$ cat config.mk
export PLATFORM = sky130hd
export DESIGN_NAME = traffic_sensor_conditioner
export DESIGN_NICKNAME = d
export VERILOG_FILES = /design/src/rtl/traffic_sensor_conditioner.sv
export SDC_FILE = /design/constraint.sdc
export NUM_CORES = 1
export LEC_CHECK = 0
export BUFFER_PORTS_ARGS = -buffer_cell sky130_fd_sc_hd__buf_2
export CORE_MARGIN = 2
export CORE_UTILIZATION = 55
export CTS_CLUSTER_SIZE = 16
export DETAILED_ROUTE_END_ITERATION = 10
export PLACE_DENSITY = 0.76
export SLEW_MARGIN = 20
export SYNTH_ARGS = -nofsm -noshare
export SYNTH_HDL_FRONTEND = slang
export SYNTH_SLANG_ARGS = --single-unit
$ cat constraint.sdc
create_clock -name clk -period 2.05 [get_ports clk]
set_input_delay 0.205 -clock clk [delete_from_list [all_inputs] [get_ports clk]]
set_output_delay 0.205 -clock clk [all_outputs]
set_load 0.01 [all_outputs]
$ cat src/rtl/traffic_sensor_conditioner.sv
`default_nettype none
// ============================================================================
// Module : traffic_sensor_conditioner
// Desc   : Loop-detector front end: per-road sync, debounce, hold-extend and
//          vehicle count, plus a starvation guard on contested greens.
// Rev    : 1.0
// ============================================================================
module traffic_sensor_conditioner #(
  parameter int DEBOUNCE_CYCLES = 4,
  parameter int HOLD_CYCLES     = 8,
  parameter int MAX_GREEN       = 64,
  parameter int CNT_W           = 8
) (
  input  logic             clk,
  input  logic             reset,
  input  logic             raw_a,
  input  logic             raw_b,
  input  logic [1:0]       la,
  input  logic [1:0]       lb,
  input  logic             cnt_clr,
  output logic             ta,
  output logic             tb,
  output logic [CNT_W-1:0] cnt_a,
  output logic [CNT_W-1:0] cnt_b,
  output logic             force_a,
  output logic             force_b
);

  localparam int c_DB_W   = (DEBOUNCE_CYCLES > 1) ? $clog2(DEBOUNCE_CYCLES) : 1;
  localparam int c_HOLD_W = $clog2(HOLD_CYCLES + 1);
  localparam int c_GT_W   = (MAX_GREEN > 1) ? $clog2(MAX_GREEN) : 1;

  localparam logic [c_DB_W-1:0]   c_DB_LAST   = c_DB_W'(DEBOUNCE_CYCLES - 1);
  localparam logic [c_HOLD_W-1:0] c_HOLD_INIT = c_HOLD_W'(HOLD_CYCLES);
  localparam logic [c_GT_W-1:0]   c_GT_LAST   = c_GT_W'(MAX_GREEN - 1);
  localparam logic [1:0]          c_GREEN     = 2'b00;

  logic [1:0]       w_raw;
  logic [1:0]       w_req;
  logic [1:0]       w_force;
  logic [1:0]       w_light [2];
  logic [CNT_W-1:0] w_cnt   [2];
  logic             w_both_req;

  assign w_raw      = {raw_b, raw_a};
  assign w_light[0] = la;
  assign w_light[1] = lb;
  assign w_both_req = w_req[0] & w_req[1];

  // Index 0 is road A, index 1 is road B; the guard of each road looks at
  // its own light but at both requests.
  for (genvar i = 0; i < 2; i++) begin : g_road
    logic [1:0]          r_sync;
    logic                r_deb;
    logic [c_DB_W-1:0]   r_db_cnt;
    logic [c_HOLD_W-1:0] r_hold;
    logic [CNT_W-1:0]    r_cnt;
    logic [c_GT_W-1:0]   r_gt;
    logic                r_force;
    logic                w_settle;
    logic                w_rise;
    logic                w_fall;

    assign w_settle = (r_sync[1] != r_deb) && (r_db_cnt == c_DB_LAST);
    assign w_rise   = w_settle &  r_sync[1];
    assign w_fall   = w_settle & ~r_sync[1];

    always_ff @(posedge clk) begin
      if (reset) begin
        r_sync   <= '0;
        r_deb    <= 1'b0;
        r_db_cnt <= '0;
        r_hold   <= '0;
        r_cnt    <= '0;
        r_gt     <= '0;
        r_force  <= 1'b0;
      end else begin
        r_sync <= {r_sync[0], w_raw[i]};

        if (r_sync[1] == r_deb) begin
          r_db_cnt <= '0;
        end else if (w_settle) begin
          r_deb    <= r_sync[1];
          r_db_cnt <= '0;
        end else begin
          r_db_cnt <= r_db_cnt + 1'b1;
        end

        if (w_rise) begin
          r_hold <= '0;
        end else if (w_fall) begin
          r_hold <= c_HOLD_INIT;
        end else if (r_hold != '0) begin
          r_hold <= r_hold - 1'b1;
        end

        // Clear beats a coincident rise.
        if (cnt_clr) begin
          r_cnt <= '0;
        end else if (w_rise && (r_cnt != '1)) begin
          r_cnt <= r_cnt + 1'b1;
        end

        // Timer parks at its last value once the guard fires; only leaving
        // green releases it.
        if (w_light[i] != c_GREEN) begin
          r_gt    <= '0;
          r_force <= 1'b0;
        end else if (w_both_req) begin
          if (r_gt == c_GT_LAST) begin
            r_force <= 1'b1;
          end else begin
            r_gt <= r_gt + 1'b1;
          end
        end
      end
    end

    assign w_req[i]   = r_deb | (r_hold != '0);
    assign w_force[i] = r_force;
    assign w_cnt[i]   = r_cnt;
  end

  assign ta      = w_req[0] & ~w_force[0];
  assign tb      = w_req[1] & ~w_force[1];
  assign force_a = w_force[0];
  assign force_b = w_force[1];
  assign cnt_a   = w_cnt[0];
  assign cnt_b   = w_cnt[1];

endmodule
`default_nettype wire

==> results.md <==
* Status: finished clean
* Deepest clock path buffer count at 2
* Clock Sinks at 48
* Core ar. at 3970 um2
* Inserted Clock Buffers at 5
* Netlist Area Pre-Place at 2260 um2
* Clk slew on worst S/H paths at 0.09 ns
* EDFF count, synth at 0
* Ys Warns at 0
* Vias at 1,772
* Synth async-reset ratio at 0%
* Slowest library cell on the worst path: nor4b_4
* Sequential area share after synthesis at 42.5%
* DP Area at 2430 um2
* Slowest stage delay, CP at 0.44 ns
* Die Span Y at 68.1 um
* Post-route setup slack at 0.268 ns
* VDD IR max at 0.588 mV
* GRT Total Usage at 19.2%
* Worst Hold Launch: raw_b
* Worst setup path start: g_road[0].r_hold[0]$_SDFFE_PP0P_
* Max Fclk at 561 MHz
* Area growth from synthesis to layout at 12.5%
* Worst-margin pin slew at 0.522 ns
* Arrival @ worst endpoint at 1.58 ns
* Setup violators final at 0
* Cell Chain, Critical Path: inv_1, ha_1, nor4b_4, nor2_1, buf_2
* Worst-skew pair later-pin latency at 0.29 ns
* Slew margin rel. at 64.3%
* Hold buffers post-CTS at 0
* Die ar. at 4640 um2
* Reg2reg start: g_road[0].r_hold[0]$_SDFFE_PP0P_
* FP Rows at 23
* Slew Limit Fails at 0
* Grt ovf at 0
* Commonest non-fill, non-tap cell in the layout: dfxtp_1
* H-tree depth at 2
* Post-route cell area at 2540 um2
* Gpl congestion at 0.774
* First-pass GRT wire length at 6740 um
* Setup TNS at 0 ns
* CP startpoint kind: register
* Routed Antenna Nets at 0
* Layout cell share with drive strength beyond 1 at 19.0%
* Post-CTS Setup Bufs at 0
* Fin nets at 286
* Critical Path Stages at 5
* Largest net degree at the start of global routing at 19
* Pwr per Cell Area at 1020 nW/um2
* N_diodes at 0
* Yosys cell types at 47
* Via density at 5.57
* Final worst path period need at 1.78 ns
* Wire length per cell at 12.2 um
* DR iter-0 viols at 65
* Hold_ws at 0.122 ns
* Critical path type: reg2out
* Syn Area/Cell at 9.42 um2
* CTS tree: built
* Drt drc at 0
* Most frequent cells in the layout: 48 x dfxtp_1, 30 x nor2_1, 28 x buf_2
* Layout Cells excl Fill at 318
* Final Cycle Share at 86.9%
* Initial Util at 56.9%
* Buf+Inv Stages, Crit Path at 2
* Cells on worst reg2reg path at 6
* Final Hold Fails at 0
* Hold Crit Class: in2reg
* Dpl ws at 0.330 ns
* Hold path cells at 2
* FF+latch count, synth at 48
* Total Power at 2.61 mW
* Critical path peak fanout at 8
* Crit path required time at 1.85 ns
* Post-Route Utilization at 64.1%
* # port buffers at 28
* Top Family by Delay on Critical Path: simple AND/OR/NAND/NOR gates
* Max Clock Skew at 0.00770 ns
* Die Width at 68.1 um
* Placed insts at 310
* Synthesized Nets at 259
* Max-Cap Viols at 0
* Total leakage power at 1.05 nW
* Post-synth top flop: dfxtp_1
* # IOs at 29
* Number of global-route vias before repair at 1,562
* Dpl hpwl at 2910 um
* WL final at 3890 um
* Initial antenna violation count at 0
* CP endpoint kind: output pin
* Cells after synthesis at 240
* Root Buffer: clkbuf_8
* RSZ-0062 raised after global routing: no
* Number of iterations in the first detailed-routing pass at 5
* CTS resizes at 0
==> cell families (layout without fill, tap and decap cells) <==
kind of cell | Yosys count | after routing | share of synthesized area (%)
buffers and inverters | 18 | 46 | 3.04
muxes | 9 | 9 | 4.04
AOI/OAI and AO/OA | 42 | 42 | 13.0
and+or+nand+nor | 98 | 98 | 26.1
DFF | 48 | 48 | 42.5
xor gates and xnor gates | 15 | 15 | 5.81
adders and majority gates | 10 | 10 | 5.53
==> layout make-up <==
cell class,instances,area (um2)
multi-input cells,174,1230
repair buffers,28,140
well taps,50,62.6
flip-flops and latches,48,961
clock inverters,3,42.5
inverters,10,37.5
fillers,339,1430
clock buffers,5,68.8
==> synthesized netlist by cell type (2+ instances only) <==
| library cell | count | area share, % |
|---|---|---|
| a211oi_1 | 6 | 2.0 |
| nor2_1 | 30 | 5.0 |
| nand2b_1 | 4 | 1.1 |
| nand3_1 | 8 | 1.8 |
| a21oi_1 | 9 | 2.0 |
| clkbuf_1 | 7 | 1.2 |
| ha_1 | 10 | 5.5 |
| xor2_1 | 7 | 2.7 |
| o211ai_1 | 2 | 0.66 |
| nand4_1 | 3 | 0.83 |
| xnor2_1 | 8 | 3.1 |
| or3_1 | 6 | 1.7 |
| nand3b_1 | 4 | 1.3 |
| nor2b_1 | 5 | 1.4 |
| nand2_1 | 6 | 1.0 |
| nor3_1 | 6 | 1.3 |
| mux2i_1 | 8 | 3.5 |
| and3_1 | 5 | 1.4 |
| o31ai_1 | 3 | 1.0 |
| inv_1 | 10 | 1.7 |
| or2_2 | 4 | 1.1 |
| nor4b_4 | 2 | 2.1 |
| a2111oi_0 | 2 | 0.77 |
| and2_1 | 2 | 0.55 |
| o21ai_0 | 4 | 0.89 |
| o21bai_1 | 2 | 0.66 |
| a31oi_1 | 6 | 1.7 |
| nor4b_1 | 2 | 0.77 |
| dfxtp_1 | 48 | 43 |
| and4_4 | 2 | 1.0 |
| o21a_1 | 3 | 1.0 |
==> power by group <==
group	internal, mW	total (mW)	switching (mW)
clock network	0.361	0.664	0.303
logic	0.404	0.823	0.419
registers	1.02	1.12	0.0990
total	1.78	2.61	0.821
==> flip-flops by register name (all words and copies together) (netlist names) <==
name / count
g_road.r_deb: 2
g_road.r_sync: 4
g_road.r_db_cnt: 4
g_road.r_gt: 12
cnt_b: 8
force_b: 1
force_a: 1
g_road.r_hold: 8
cnt_a: 8
==> routing by layer <==
metal	global-route usage [%]	up-vias	wire, um
met1	25.0	820	1940
met2	31.1	31	1790
met5	0	-	0
met4	6.00	0	27
met3	5.10	2	129
li1	-	919	-
==> final timing paths <==
| path | slack, ns | end |
|---|---|---|
| max reg2reg | 0.33 | g_road[0].r_gt[5]$_SDFFE_PP0P_ |
| min reg2reg | 0.44 | g_road[1].r_db_cnt[0]$_SDFF_PP0_ |
| min | 0.12 | g_road[1].r_sync[0]$_SDFF_PP0_ |
| max | 0.27 | ta |
Note: power is estimated with default switching activity, not from simulation.
